--- config.mk ---
export PLATFORM = sky130hd
export DESIGN_NAME = mult_div_unit
export DESIGN_NICKNAME = d
export VERILOG_FILES = /design/src/rtl/mult_div_unit.sv
export SDC_FILE = /design/constraint.sdc
export NUM_CORES = 1
export LEC_CHECK = 0
export BUFFER_PORTS_ARGS = -buffer_cell sky130_fd_sc_hd__buf_2
export CAP_MARGIN = 20
export CORE_AREA = 8 8 261 163
export CTS_CLUSTER_DIAMETER = 50
export DETAILED_ROUTE_END_ITERATION = 10
export DIE_AREA = 0 0 269 171
export HOLD_SLACK_MARGIN = 0.02
export PLACE_DENSITY = 0.59
export SLEW_MARGIN = 10
export SYNTH_ARGS = -nofsm -noshare
export SYNTH_HDL_FRONTEND = slang
export SYNTH_SLANG_ARGS = --single-unit
--- constraint.sdc ---
create_clock -name clk -period 4.65 [get_ports clk]
set_input_delay 0.465 -clock clk [delete_from_list [all_inputs] [get_ports clk]]
set_output_delay 0.465 -clock clk [all_outputs]
set_load 0.02 [all_outputs]
--- src/rtl/mult_div_unit.sv ---
// mult_div_unit: iterative one-bit-per-cycle HI/LO multiply/divide unit with MTHI/MTLO writes
module mult_div_unit #(
   parameter int WIDTH = 32
) (
   input  logic             clk,
   input  logic             rst,
   input  logic             start,
   input  logic [1:0]       op,
   input  logic [WIDTH-1:0] A,
   input  logic [WIDTH-1:0] B,
   input  logic             hi_we,
   input  logic             lo_we,
   input  logic [WIDTH-1:0] wdata,
   output logic             busy,
   output logic             done,
   output logic [WIDTH-1:0] hi,
   output logic [WIDTH-1:0] lo
);
   localparam int CW = $clog2(WIDTH);
   typedef enum logic [1:0] {IDLE, RUN, FIXUP} state_t;
   state_t state_q, state_d;
   logic [2*WIDTH-1:0] acc_q, acc_d, prod_fix;
   logic [WIDTH-1:0] m_q, m_d, hi_q, hi_d, lo_q, lo_d, abs_a, abs_b, q_fix, r_fix;
   logic [CW-1:0] cnt_q, cnt_d;
   logic div_q, div_d, neg_lo_q, neg_lo_d, neg_hi_q, neg_hi_d, done_q, done_d;
   logic sgn, sa, sb;
   logic [WIDTH:0] sum, trial, diff;
   always_comb begin
      sgn = ~op[0];
      sa = sgn & A[WIDTH-1];
      sb = sgn & B[WIDTH-1];
      abs_a = sa ? -A : A;
      abs_b = sb ? -B : B;
      sum = {1'b0, acc_q[2*WIDTH-1:WIDTH]} + {1'b0, {WIDTH{acc_q[0]}} & m_q};
      trial = acc_q[2*WIDTH-1:WIDTH-1];
      diff = trial - {1'b0, m_q};
      prod_fix = neg_lo_q ? -acc_q : acc_q;
      q_fix = neg_lo_q ? -acc_q[WIDTH-1:0] : acc_q[WIDTH-1:0];
      r_fix = neg_hi_q ? -acc_q[2*WIDTH-1:WIDTH] : acc_q[2*WIDTH-1:WIDTH];
      state_d = state_q;
      acc_d = acc_q;
      m_d = m_q;
      cnt_d = cnt_q;
      div_d = div_q;
      neg_lo_d = neg_lo_q;
      neg_hi_d = neg_hi_q;
      done_d = 1'b0;
      hi_d = (state_q == IDLE && hi_we) ? wdata : hi_q;
      lo_d = (state_q == IDLE && lo_we) ? wdata : lo_q;
      if (state_q == IDLE && start) begin
         div_d = op[1];
         neg_lo_d = sa ^ sb;
         neg_hi_d = sa;
         m_d = op[1] ? abs_b : abs_a;
         acc_d = {{WIDTH{1'b0}}, op[1] ? abs_a : abs_b};
         cnt_d = CW'(WIDTH - 1);
         state_d = RUN;
         if (op[1] && B == '0) begin
            acc_d = {A, {WIDTH{1'b1}}};
            neg_lo_d = 1'b0;
            neg_hi_d = 1'b0;
            state_d = FIXUP;
         end
      end else if (state_q == RUN) begin
         acc_d = div_q ? {diff[WIDTH] ? trial[WIDTH-1:0] : diff[WIDTH-1:0], acc_q[WIDTH-2:0], ~diff[WIDTH]}
                       : {sum, acc_q[WIDTH-1:1]};
         cnt_d = cnt_q - 1'b1;
         state_d = (cnt_q == '0) ? FIXUP : RUN;
      end else if (state_q == FIXUP) begin
         hi_d = div_q ? r_fix : prod_fix[2*WIDTH-1:WIDTH];
         lo_d = div_q ? q_fix : prod_fix[WIDTH-1:0];
         done_d = 1'b1;
         state_d = IDLE;
      end
   end
   always_ff @(posedge clk) begin
      if (rst) begin
         state_q <= IDLE;
         acc_q <= '0;
         m_q <= '0;
         cnt_q <= '0;
         div_q <= 1'b0;
         neg_lo_q <= 1'b0;
         neg_hi_q <= 1'b0;
         done_q <= 1'b0;
         hi_q <= '0;
         lo_q <= '0;
      end else begin
         state_q <= state_d;
         acc_q <= acc_d;
         m_q <= m_d;
         cnt_q <= cnt_d;
         div_q <= div_d;
         neg_lo_q <= neg_lo_d;
         neg_hi_q <= neg_hi_d;
         done_q <= done_d;
         hi_q <= hi_d;
         lo_q <= lo_d;
      end
   end
   assign busy = (state_q != IDLE);
   assign done = done_q;
   assign hi = hi_q;
   assign lo = lo_q;
endmodule

==> After elaboration in Yosys (flattened, before gate mapping) <==
Cells that the tools add are included.
{ "op_classes": {"n_addsub": 8, "n_mul": 0, "n_div": 0, "n_lt_le_gt_ge": 0, "eq_ne": 2, "n_shift": 0, "muxes": 32, "bitwise": 6, "reduce_logical": 11} }
{ "op_table": {"columns": ["op", "n"], "rows": [
  ["$mux 32", 17],
  ["$mux 64", 5],
  ["$neg 32->32", 4],
  ["$neg 64->64", 1],
  ["$add 32x32->33", 1],
  ["$sub 33x32->33", 1],
  ["$and 32x32->32", 1],
  ["$logic_not 32->1", 1],
  ["$mux 2", 5],
  ["$mux 5", 2],
  ["$logic_not 5->1", 1],
  ["$sub 5x1->5 const B", 1],
  ["$logic_and 1x1->1", 4],
  ["$reduce_bool 2->1", 2],
  ["$mux 1", 3],
  ["$reduce_bool 3->1", 1],
  ["$reduce_or 3->1", 1],
  ["$and 1x1->1", 2],
  ["$eq 2x1->1 const B", 1],
  ["$eq 2x2->1 const B", 1],
  ["$logic_not 2->1", 1],
  ["$not 1->1", 2],
  ["$xor 1x1->1", 1]
]} }
{ "totals": {"register_bits": 171, "latchBits": 0, "mem_bits_rw": 0, "romBits": 0, "word_cells": 69, "n_memories": 0} }

==> Depth between registers and ports, before layout <==
{ "logic_depth": {"depth_word": 6, "depth_mapped": 14} }

==> Worst setup path before layout <==
No wires, ideal clock.
{ "synth_timing": {"path_kind": "register -> register", "startpoint": "register acc_q[31]", "endpoint": "register acc_q[54]", "setup_ns": 0.132, "arrival_time_ns": 3.116, "required_time_ns": 4.518, "slack_ns": 1.403, "path_stages_with_launch": 14, "n_path_buf": 1, "period_less_slack_ns": 3.247, "cell_sequence": "dfxtp_1 > inv_1 > ha_1 > fa_1 > nand2b_1 > a21oi_1 > a21oi_1 > o21ai_1 > a31oi_2 > xnor2_2 > buf_4 > mux2_2 > a21oi_1 > nor3_1"} }
{ "synth_between": {"elab_chain_len": 5} }
{ "synth_rtl": {"columns": ["element", "line_no", "source"], "rows": [
  ["from (decl)", "22", "logic [2*WIDTH-1:0] acc_q, acc_d, prod_fix;"],
  ["from (signal assigned)", "79", "acc_q <= '0;"],
  ["from (signal assigned)", "90", "acc_q <= acc_d;"],
  ["$sub 33x32->33", "36", "diff = trial - {1'b0, m_q};"],
  ["$mux 32", "65", "acc_d = div_q ? {diff[WIDTH] ? trial[WIDTH-1:0] : diff[WIDTH-1:0], acc_q[WIDTH-2:0], ~diff[WIDTH]}"],
  ["$mux 64", "65", null],
  ["$mux 64", "64", "end else if (state_q == RUN) begin"],
  ["$mux 64", "50", "if (state_q == IDLE && start) begin"]
]} }
Every way passes these cells. The select of a mux whose other input is x is not followed.
A chain may end at the register's enable or synchronous reset.

==> Final worst setup path <==
{ "layout_timing": {"startpoint": "register acc_q[0]", "endpoint": "register acc_q[47]"} }
{ "layout_between": {"elab_chain_len": 5} }
{ "layout_rtl": {"columns": ["element", "line_no", "source"], "rows": [
  ["$and 32x32->32", "34", "sum = {1'b0, acc_q[2*WIDTH-1:WIDTH]} + {1'b0, {WIDTH{acc_q[0]}} & m_q};"],
  ["$add 32x32->33", "34", null],
  ["$mux 64", "65", null],
  ["$mux 64", "64", null],
  ["$mux 64", "50", null]
]} }
Every way passes these cells. The select of a mux whose other input is x is not followed.

==> metrics.txt <==
async set-reset flop share out of synthesis 0%; Die H 171 um; fill count 3,938; count leader, synth nor2_1; worst rel slew slack 27.8%; Initial Util approximately two fifths; min cycle time layout 4110 ps; post-synthesis simple-gate area fraction 20.6%; most area-hungry cell type in the Yosys netlist dfxtp_1; DP HPWL roughly 53 mm; cells after synthesis 2,059; # clock sinks 171; endpoints failing setup 0; Worst-path clk slew 90 ps; IO Port Bufs 168; setup ws final ~540 ps; Worst Skew 18.6 ps; Slowest-stage cell, CP a221oi_1; Detailed Route WL roughly 67 mm; Core Area 0.0385 sq mm; synth warn 0; RSZ-0062 raised after global routing no; total gr overflow 0; crit path cell chain inv_1 -> nor2_1 -> fa_1 -> a21oi_1 -> o22ai_1 -> o211a_1 -> a2111oi_0 -> or3_1 -> xnor2_1 -> a221oi_1 -> a311oi_1; CP endpoint kind flip-flop; Total Routing Usage GR 27.8%; die area 0.0460 sq mm; synthesis-to-layout area growth 12.4%; adder-cell area share of the yosys netlist 5.94%; row cnt 56; GPL Wtd Cong 0.996; main area contributors after synthesis dfxtp_1 (23%), mux2i_1 (7.8%), a21oi_1 (6.4%); HP Class primary input to flip-flop; Detail Route Antenna Nets 0; Compound-Gate Fraction of Synth Area 26.9%; # hold bufs at CTS 0; post-CTS setup buffers 0; crit share post-route 88.3%; delay of the slowest cell on the worst path 740 ps; mapped cell area approximately 0.015 sq mm; cell count along the critical path 11; kind of critical path flip-flop to flip-flop; routed vias 16,500; number of global-route vias before repair 14,700; Avg Cell Area, Syn 7.39 sq um; status complete, no violations; worst r2r path cells 11; final hold vios 0; Post-route DRC 0; Worst Setup Start Kind flip-flop; largest family of logic cells by synthesized area compound AO/OA/AOI/OAI gates; post-synthesis mux area share 8.72%; initial antenna violation count 3; post-synthesis net count roughly 2,200; maxcap violations 0; share of cells above drive strength 1 13.6%; post-synthesis cell type count 82; CP arrival 4400 ps; critical path peak fanout 16; Max VDD drop 263 uV; pwr dens 364 mW/mm^2; Final Net Count 2,318; Synth Flop Type dfxtp_1; first-pass GRT wire length between 90 and 100 mm; CP top delay family compound AO/OA/AOI/OAI gates; H-tree levels 4; Post-Place Setup Slack slightly below 800 ps; setup TNS 0 ps; largest net degree at the start of global routing 103; max-slew violations 0; worst-case clock buffer depth 2; CTS tree yes; PostCTS Resize Cnt 0; WL/cell about 25 um; post-DR vias/cell 6.16; total power 0.00622 W; Root Buffer Master clkbuf_16; WP data required 4950 ps; Leak 7.12 nW; DR pass1 iterations 6; fmax 0.244 GHz; top-area cell type share of the netlist area around 23%; Seq/Total Area, Yosys a little under a quarter; CTS buffer count 17; Die Wd ~270 um; commonest cells in the netlist nor2_1 (250), a21oi_1 (194), dfxtp_1 (171); Worst Path Buf+Inv 1; clock latency at the later pin of the worst-skew pair 470 ps; hold path cells 3; xor and xnor fraction of the mapped netlist area under 10%; Initial DRC Count 2,045; top-level I/O count 169; number of flops mapped to enable cells by yosys 0; Slew @ Worst Pin 1080 ps; FF+latch count, synth between 150 and 200
## layout make-up
class	instances	area, sq um	share of cell area [%]
multi-input cells	1678	11000	64.3
flip-flops and latches	171	3420	20.0
repair buffers	214	1190	6.95
well taps	522	653	3.82
clock buffers	17	425	2.49
inverters	62	233	1.36
clock inverters	15	165	0.966
diodes	3	7.51	0.0439
## cells in the final DEF (no fill, tap or decap), drive strengths merged, types with 29 or more instances in the layout
cell type and count:
dfxtp 171, inv 71, nand2 159, a211oi 73, a21oi 194, ha 69
xor2 68, nor2 250, nand3 29, buf 214, a21o 31, xnor2 104
nor3 69, mux2i 119, o21ai 157
## sequential cells by signal (all words and copies together) (netlist names)
name and cells:
m_q 32, state_q 2, neg_hi_q 1, cnt_q 5
lo 32, div_q 1, hi 32, done 1
acc_q 64, neg_lo_q 1
## worst reg2reg max path, stage by stage (launching register included)
cell and delay, ps:
dfxtp_1 360, inv_1 470, nor2_1 170, fa_1 480
a21oi_1 230, o22ai_1 160, o211a_1 250, a2111oi_0 530
or3_1 260, xnor2_1 100, a221oi_1 740, a311oi_1 210
## metal layers
layer,up-vias,GRT usage (%),wire length (um)
met2,893,34.3,24200
met4,0,5.23,1060
met1,7908,43.3,32700
li1,7668,-,-
met3,64,10.8,9080
met5,-,0,0
## per-stage QoR
step	area (sq um)	std cells	utilization (%)	hold slack, ps
after floorplan	15200	2059	-	432
after global placement	16500	2645	42.8	442
after detailed placement	16500	2646	42.9	449
after CTS	17100	2678	44.4	349
after global routing	17100	2680	44.4	365
final	17100	2682	44.4	360
## cell families (layout without fill, tap and decap cells)
kind of cell,after synthesis,after routing
XOR/XNOR,172,172
multiplexers,131,131
adder cells (fa/ha/maj),71,71
AO/OA/AOI/OAI,642,642
other,0,3
AND/OR/NAND/NOR,662,662
buffers and inverters,210,308
flip-flops,171,171
## report_power, final
| group | internal [W] | switching (W) |
|---|---|---|
| combinational | 0.00105 | 0.00186 |
| clock | 0.000725 | 0.000754 |
| sequential | 0.00161 | 0.000209 |
## final timing paths
| path | startpoint | to | slack, ps |
|---|---|---|---|
| worst max-delay path | acc_q[0]$_SDFFE_PP0P_ | acc_q[47]$_SDFFE_PP0P_ | 540 |
| worst min-delay path | wdata[16] | hi[16]$_SDFF_PP0_ | 360 |
| worst max register to register | acc_q[0]$_SDFFE_PP0P_ | acc_q[47]$_SDFFE_PP0P_ | 540 |
| worst min register to register | m_q[7]$_SDFFE_PP0P_ | m_q[7]$_SDFFE_PP0P_ | 460 |
Power figures use the tool's default switching activity.
